<file path="config.mk">
export PLATFORM = sky130hd
export DESIGN_NAME = fpnew_divsqrt_iter_core
export DESIGN_NICKNAME = d
export VERILOG_FILES = /design/src/rtl/fpnew_divsqrt_iter_core.sv
export SDC_FILE = /design/constraint.sdc
export NUM_CORES = 1
export LEC_CHECK = 0
export ABC_AREA = 0
export CAP_MARGIN = 20
export CORE_MARGIN = 4
export CORE_UTILIZATION = 55
export CTS_BUF_LIST = sky130_fd_sc_hd__clkbuf_8
export DETAILED_ROUTE_END_ITERATION = 8
export GPL_TIMING_DRIVEN = 0
export MAX_ROUTING_LAYER = met4
export PLACE_DENSITY = 0.86
export RECOVER_POWER = 25
export SYNTH_ARGS = -nofsm -noshare
export SYNTH_HDL_FRONTEND = slang
export SYNTH_SLANG_ARGS = --single-unit
</file>
<file path="constraint.sdc">
create_clock -name clk_i -period 10.31 [get_ports clk_i]
set_input_delay 1.5465 -clock clk_i [delete_from_list [all_inputs] [get_ports clk_i]]
set_output_delay 1.5465 -clock clk_i [all_outputs]
set_load 0.02 [all_outputs]
</file>
<file path="src/rtl/fpnew_divsqrt_iter_core.sv">
`default_nettype none
// ============================================================================
// Module   : fpnew_divsqrt_iter_core
// Brief    : Radix-2 restoring mantissa divide / square-root iteration engine.
//            Define FPNEW_DIVSQRT_ITER_EARLY_EXIT_EN to finish on zero remainder.
// Revision : 1.0
// ============================================================================
module fpnew_divsqrt_iter_core #(
  parameter  int unsigned MantWidth = 53,
  localparam int unsigned QWidth    = MantWidth + 2
) (
  input  logic                 clk_i,
  input  logic                 rst_i,
  input  logic                 div_start_i,
  input  logic                 sqrt_start_i,
  input  logic                 kill_i,
  input  logic [1:0]           fmt_i,
  input  logic [MantWidth-1:0] mant_a_i,
  input  logic [MantWidth-1:0] mant_b_i,
  input  logic                 exp_odd_i,
  output logic [QWidth-1:0]    quotient_o,
  output logic                 sticky_o,
  output logic                 ready_o,
  output logic                 done_o,
  output logic                 busy_o
);

  // Remainder is kept at the result scale (bit QWidth-1 = 2^0) with two extra
  // integer bits so the square-root partial remainder (< 8) never overflows.
  localparam int unsigned c_REM_W = MantWidth + 4;
  localparam int unsigned c_CNT_W = $clog2(QWidth + 1);

  typedef enum logic [1:0] {
    S_IDLE = 2'd0,
    S_BUSY = 2'd1,
    S_DONE = 2'd2
  } state_t;

  state_t               r_state;
  logic [c_CNT_W-1:0]   r_cnt;
  logic [c_CNT_W-1:0]   r_iter;
  logic                 r_sqrt;
  logic [c_REM_W-1:0]   r_rem;
  logic [c_REM_W-1:0]   r_divisor;
  logic [QWidth-1:0]    r_root;
  logic [QWidth-1:0]    r_bit;

  logic [c_CNT_W-1:0]   w_iter;
  logic [c_REM_W-1:0]   w_load_rem;
  logic [c_REM_W-1:0]   w_sub;
  logic [c_REM_W-1:0]   w_diff;
  logic [c_REM_W-1:0]   w_rem_sel;
  logic [c_REM_W-1:0]   w_rem_next;
  logic [QWidth-1:0]    w_root_next;
  logic                 w_ge;
  logic                 w_start;
  logic                 w_last;

  always_comb begin
    w_iter = c_CNT_W'(10);
    unique case (fmt_i)
      2'b00:   w_iter = c_CNT_W'(26);
      2'b01:   w_iter = c_CNT_W'(QWidth);
      2'b10:   w_iter = c_CNT_W'(13);
      default: w_iter = c_CNT_W'(10);
    endcase
  end

  always_comb begin
    w_load_rem = {2'b00, mant_a_i, 2'b00};
    if (!div_start_i && exp_odd_i) w_load_rem = {1'b0, mant_a_i, 3'b000};
  end

  // Sqrt trial is 2*root + 2^-i; the root bits at and below 2^-i are still
  // zero, so OR-ing in the current bit position is an exact addition.
  assign w_sub       = r_sqrt ? ({1'b0, r_root, 1'b0} | {2'b00, r_bit}) : r_divisor;
  assign w_ge        = (r_rem >= w_sub);
  assign w_diff      = r_rem - w_sub;
  assign w_rem_sel   = w_ge ? w_diff : r_rem;
  assign w_rem_next  = w_rem_sel << 1;
  assign w_root_next = w_ge ? (r_root | r_bit) : r_root;
  assign w_start     = (div_start_i | sqrt_start_i) & ~kill_i;

`ifdef FPNEW_DIVSQRT_ITER_EARLY_EXIT_EN
  assign w_last = (r_cnt == (r_iter - c_CNT_W'(1))) || (w_rem_next == '0);
`else
  assign w_last = (r_cnt == (r_iter - c_CNT_W'(1)));
`endif

  always_ff @(posedge clk_i or posedge rst_i) begin
    if (rst_i) begin
      r_state    <= S_IDLE;
      r_cnt      <= '0;
      r_iter     <= '0;
      r_sqrt     <= 1'b0;
      r_rem      <= '0;
      r_divisor  <= '0;
      r_root     <= '0;
      r_bit      <= '0;
      quotient_o <= '0;
      sticky_o   <= 1'b0;
      ready_o    <= 1'b1;
      done_o     <= 1'b0;
      busy_o     <= 1'b0;
    end else if (kill_i) begin
      r_state <= S_IDLE;
      ready_o <= 1'b1;
      done_o  <= 1'b0;
      busy_o  <= 1'b0;
    end else begin
      done_o <= 1'b0;
      unique case (r_state)
        S_IDLE, S_DONE: begin
          if (w_start) begin
            // Division wins when both starts are raised together.
            r_state   <= S_BUSY;
            r_cnt     <= '0;
            r_iter    <= w_iter;
            r_sqrt    <= ~div_start_i;
            r_rem     <= w_load_rem;
            r_divisor <= {2'b00, mant_b_i, 2'b00};
            r_root    <= '0;
            r_bit     <= {1'b1, {(QWidth-1){1'b0}}};
            ready_o   <= 1'b0;
            busy_o    <= 1'b1;
          end else begin
            r_state <= S_IDLE;
            ready_o <= 1'b1;
            busy_o  <= 1'b0;
          end
        end
        S_BUSY: begin
          r_cnt  <= r_cnt + c_CNT_W'(1);
          r_rem  <= w_rem_next;
          r_root <= w_root_next;
          r_bit  <= r_bit >> 1;
          if (w_last) begin
            r_state    <= S_DONE;
            quotient_o <= w_root_next;
            sticky_o   <= (w_rem_next != '0);
            done_o     <= 1'b1;
            ready_o    <= 1'b1;
          end
        end
        default: begin
          r_state <= S_IDLE;
          ready_o <= 1'b1;
          busy_o  <= 1'b0;
        end
      endcase
    end
  end

  a_single_start: assert property (@(posedge clk_i) disable iff (rst_i)
    !(ready_o && !kill_i && div_start_i && sqrt_start_i));

endmodule
`default_nettype wire

</file>
Yosys cells after proc, flatten, opt, wreduce, memory -nomap -nowiden
Index checks and enable logic that the tools add are counted.
{"block": "totals", "rom_bits": 0, "out_inout_bits": 59, "ramBits": 0, "regBits": 294, "latchBits": 0, "mem_count": 0}
{"block": "classes", "n_addsub": 3, "n_shift": 0, "reduce_logical": 10, "mul": 0, "muxes": 27, "n_eq_ne": 8, "magnitude_cmp": 1, "n_bitwise": 6, "n_div": 0}
{"op": "$pmux 55 s2", "count": 2}
{"op": "$mux 56", "count": 3}
{"op": "$mux 55", "count": 3}
{"op": "$pmux 57 s2", "count": 1}
{"op": "$ge 57x56->1", "count": 1}
{"op": "$mux 57", "count": 1}
{"op": "$reduce_bool 57->1", "count": 1}
{"op": "$or 56x55->56", "count": 1}
{"op": "$sub 56x56->56", "count": 1}
{"op": "$or 55x55->55", "count": 1}
{"op": "$pmux 6 s3", "count": 1}
{"op": "$pmux 6 s2", "count": 1}
{"op": "$mux 1", "count": 9}
{"op": "$reduce_and 3->1", "count": 3}
{"op": "$add 6x1->6 const B", "count": 1}
{"op": "$eq 6x6->1", "count": 1}
{"op": "$mux 6", "count": 1}
{"op": "$sub 6x1->6 const B", "count": 1}
{"op": "$eq 2x1->1 const B", "count": 2}
{"op": "$eq 2x2->1 const B", "count": 2}
{"op": "$logic_not 2->1", "count": 2}
{"op": "$mux 2", "count": 2}
{"op": "$ne 2x2->1 const B", "count": 2}
{"op": "$pmux 1 s2", "count": 2}
{"op": "9 further kinds", "count": 10}

Depth between registers and ports, before layout
{"block": "logic_depth", "word_depth": 5, "ltp_mapped": 21}

Worst setup path before layout
No wires, ideal clock.
{"block": "synth_path", "path_kind": "flip-flop to flip-flop", "startpoint": "register r_sqrt", "endpoint": "register sticky_o", "n_path_buf": 4, "path_slack_ns": 6.302, "t_arrival_ns": 3.943, "path_stages_with_launch": 20, "synth_period_minus_slack_ns": 4.008, "t_required_ns": 10.245, "setup_time_ns": 0.065, "cell_sequence": "dfrtp_1 clkbuf_1 clkbuf_1 clkbuf_1 nand2_1 o21ai_0 ha_1 buf_6 a21o_1 and3_4 o221a_4 o311ai_4 a311o_2 a21oi_2 o211a_4 or4_4 o221ai_2 nor3_1 nand4_1 o21a_1"}
{"block": "synth_between", "elab_chain_len": 4, "word_cells_on_any_way": 5, "cone_classes": "add/sub (1); order compare (1); mux (2); reduce/logical (1)"}
{"item": "start, declared", "line_no": "42", "rtl": "logic r_sqrt;"}
{"item": "start signal, assigned", "line_no": "119", "rtl": "r_sqrt <= ~div_start_i;"}
{"item": "$mux 56 *", "line_no": "76", "rtl": "assign w_sub = r_sqrt ? ({1'b0, r_root, 1'b0} | {2'b00, r_bit}) : r_divisor;"}
{"item": "$sub 56x56->56 or $ge 57x56->1 (tied branches)", "line_no": "78, 77"}
{"item": "$mux 56 *", "line_no": "79", "rtl": "assign w_rem_sel = w_ge ? w_diff : r_rem;"}
{"item": "$reduce_bool 57->1 *", "line_no": "140", "rtl": "sticky_o <= (w_rem_next != '0);"}
{"item": "end signal, assigned", "line_no": "140"}
{"item": "end, declared", "line_no": "22", "rtl": "output logic sticky_o,"}
Every way passes the cells marked *; elsewhere a longest branch is shown, timed or not.
A chain may end at the register's enable or synchronous reset.

Worst setup path in the final report
Same ends and word-level chain as after synthesis.

==> impl_metrics.csv <==
group,metric,value,unit
synth,netlist_top_cells_area,"dfrtp_1 42%, nand2_1 6.6%, a21oi_1 5.9%, o21ai_0 5.3%, nor2_1 4.6%",
sta,slew_viol_final,77,
synth,ys_ff_latch,292,
drt,wire_per_inst,22.34,um
drt,drc,0,
floorplan,fp.dieH,186.3,um
placement,portBuffers,172,
clock_network,cts_max_level,2,
sta,postLayoutSetupSlackWorst,3.965,ns
final_layout,stdcell_count,2659,
floorplan,rows,65,
synth,yosys_warnings,0,
clock_network,cts_tree,"built",
synth,synth_most_common_cell,"nand2_1",
sta,rsz0062_at_grt,"no",
sta,max_freq,157.6,MHz
synth,avgSynthCellArea,8.716,um2
global_routing,grt_pass1_vias,16562,
floorplan,fp.dieW,186.3,um
drt,postRouteAntennaNets,0,
clock_network,root_buffer,"clkbuf_8",
placement,dp_cells,2584,
clock_network,cts.sinks,292,
drt,drtPass1Iterations,6,
floorplan,io_pins,173,
power,p_leak,0.009098,uW
final_layout,nets,2408,
synth,synth.distinct_cells,92,
placement,routabilityCongestion,1.016,
drt,viasPerCell,6.335,
critical_path,path_max_fanout,10,
sta,hold_viol_final,0,
sta,tightest_slew,3.490,ns
critical_path,cp_top_family,"compound AO/OA/AOI/OAI gates",
final_layout,drive_gt1_share,8.684,%
final_layout,multi_input_area,0.009535,mm2
drt,drtIter0Drc,1847,
floorplan,dieArea,0.03472,mm2
sta,maxSlewHeadroom,-134.0,%
sta,setup_viol,0,
critical_path,worstSetupEndpointType,"flop",
floorplan,core-area,0.03147,mm2
sta,min_period,6.345,ns
critical_path,reg2reg_slack,3.97,ns
power,power_per_cell_area,315.2,mW/mm2
drt,via_count,16846,
floorplan,start_util,55.58,%
synth,synth_edf_count,0,
clock_network,cts_made_buffers,46,
global_routing,grt_pass1_wl,91.06,mm
clock_network,insertion_delay,0.58,ns
critical_path,max_stage_delay,0.61,ns
clock_network,post_cts_buffers,0,
synth,synth_top_area_share,41.63,%
synth,synth_common_cells,"307 x nand2_1, 291 x dfrtp_1, 214 x nor2_1",
critical_path,crit_type,"flop to flop",
clock_network,clockBufferDepth,3,
clock_network,cts_resized,0,
critical_path,critical_path.cell_chain,"clkbuf_1 > clkbuf_1 > clkbuf_1 > nand2_1 > o21ai_0 > ha_1 > buf_4 > nand3_1 > o21bai_1 > a21boi_4 > o311ai_1 > nand3b_1 > a41oi_1 > xnor2_1 > mux2i_1 > o2111ai_1 > nor4_1 > nand4_1 > o21a_1",
sta,skew,0.01955,ns
placement,place.detailed.hpwl,45.90,mm
critical_path,crit_buf_inv,4,
outcome,status,"finished, violations left",
synth,yosysTopAreaCell,"dfrtp_1",
synth,syn-cell-area,0.01749,mm2
critical_path,slowest_stage,"o311ai_1",
critical_path,cp-start-kind,"flop",
clock_network,cts_hold_buf,0,
critical_path,crit_arrival,6.80,ns
critical_path,required,10.77,ns
run,drv_cap,1,
power,ir_drop,0.2203,mV
placement,pre_cts_ws,4.350,ns
final_layout,final.fill_count,2564,
sta,period_share,61.54,%
final_layout,antennaDiodeCount,0,
synth,synth_nets,2185,
global_routing,globalRouteOverflowTotal,0,
synth,async_reset_ff_share,100.0,%
global_routing,grt_max_degree,116,
hold_path,worstHoldPathType,"flop to flop",
final_layout,register_area,0.007308,mm2
power,p_total,6519,uW
critical_path,worst_path_most_repeated_cell,"clkbuf_1",
drt,wl,59.41,mm
global_routing,antenna_found_initial,0,
outcome,violations,"capacitance limit, slew limit",
clock_network,cts.clk_slew.worst_paths,0.06,ns
synth,synth-seq-area-share,41.78,%
global_routing,track_usage,33.86,%
synth,synth-main-ff-cell,"dfrtp_1",
synth,syn_inst,2007,
final_layout,syn_to_final_growth,18.22,%
[placed cells by master, fill, tap and decap left out, types with 17 or more instances in the layout]
cell type and instances:
a21o_1 29, buf_2 34, mux2_2 62, mux2i_1 49
nor4_1 17, nor2_1 214, clkbuf_1 91, o21ai_0 186
a22o_1 57, a21oi_1 205, nor2b_1 19, nand2_1 307
nand4_1 23, xnor2_1 34, xor2_1 20, ha_1 63
clkdlybuf4s50_1 170, a211oi_1 23, inv_1 42, clkbuf_8 50
nand3_1 32, dfrtp_1 291
[layout make-up]
class,instances,area share [%]
clock buffers,50,3.327
repair buffers,175,8.645
clock inverters,25,0.9801
plain buffers,133,2.692
multi-input cells,1556,46.11
well taps,402,2.432
flip-flops and latches,292,35.34
inverters,26,0.4779
[metal layers]
metal	up-vias	wire length (um)	share of wire, %	track usage (%)
met5	-	0	0	-
met4	0	2875	4.8	14.02
met3	180	5521	9.3	7.613
met2	892	27600	46	53.17
met1	8152	23410	39	42.84
li1	7622	-	-	-
[cells by family (layout without fill, tap and decap cells)]
logic type | count (synthesis) | count (layout) | synth area share (%)
flip-flops | 292 | 292 | 41.78
XOR/XNOR | 54 | 54 | 2.704
AO/OA/AOI/OAI | 629 | 629 | 22.74
buffers and inverters | 159 | 409 | 3.741
multiplexers | 112 | 112 | 6.859
AND/OR/NAND/NOR | 697 | 697 | 17.56
adder cells (fa/ha/maj) | 64 | 64 | 4.621
[worst min-delay path, stage by stage (launching register included)]
cell and delay (ns):
dfrtp_1 0.34, nand2_1 0.04, o21ai_0 0.06
[metrics by stage]
step / hold WS, ns / setup TNS (ns) / instance area [um2] / utilization [%]
final: 0.4760 / 0 / 20680 / 65.71
after global routing: 0.5045 / 0 / 20680 / 65.71
after CTS: 0.4827 / 0 / 20690 / 65.73
after detailed placement: 0.4696 / 0 / 19800 / 62.90
after global placement: 0.4625 / -730.13 / 19720 / 62.65
after floorplan: 0.4697 / 0 / 17490 / -
[state kept, by name (all words and copies together), names as in the netlist]
name	count
r_cnt	6
quotient_o	55
r_root	55
r_rem	56
done_o	1
ready_o	1
r_divisor	53
sticky_o	1
r_bit	55
busy_o	1
r_state	2
r_sqrt	1
r_iter	5
[where the power goes]
| part | switching [uW] | leakage [uW] | internal, uW | total, uW |
|---|---|---|---|---|
| Clock | 468 | 0.000514 | 521 | 989 |
| Combinational | 2560 | 0.00475 | 1390 | 3950 |
| Sequential | 254 | 0.00384 | 1330 | 1590 |
[worst paths after layout]
| kind | startpoint | end | cells past startpoint |
|---|---|---|---|
| min reg2reg | quotient_o[15] | quotient_o[15] | 2 |
| max | r_sqrt | sticky_o | 19 |
| min in group asynchronous | rst_i | quotient_o[41] | 2 |
| min | quotient_o[15] | quotient_o[15] | 2 |
| max in group asynchronous | rst_i | quotient_o[8] | 2 |
| max reg2reg | r_sqrt | sticky_o | 19 |
(Power assumes the default switching activity.)
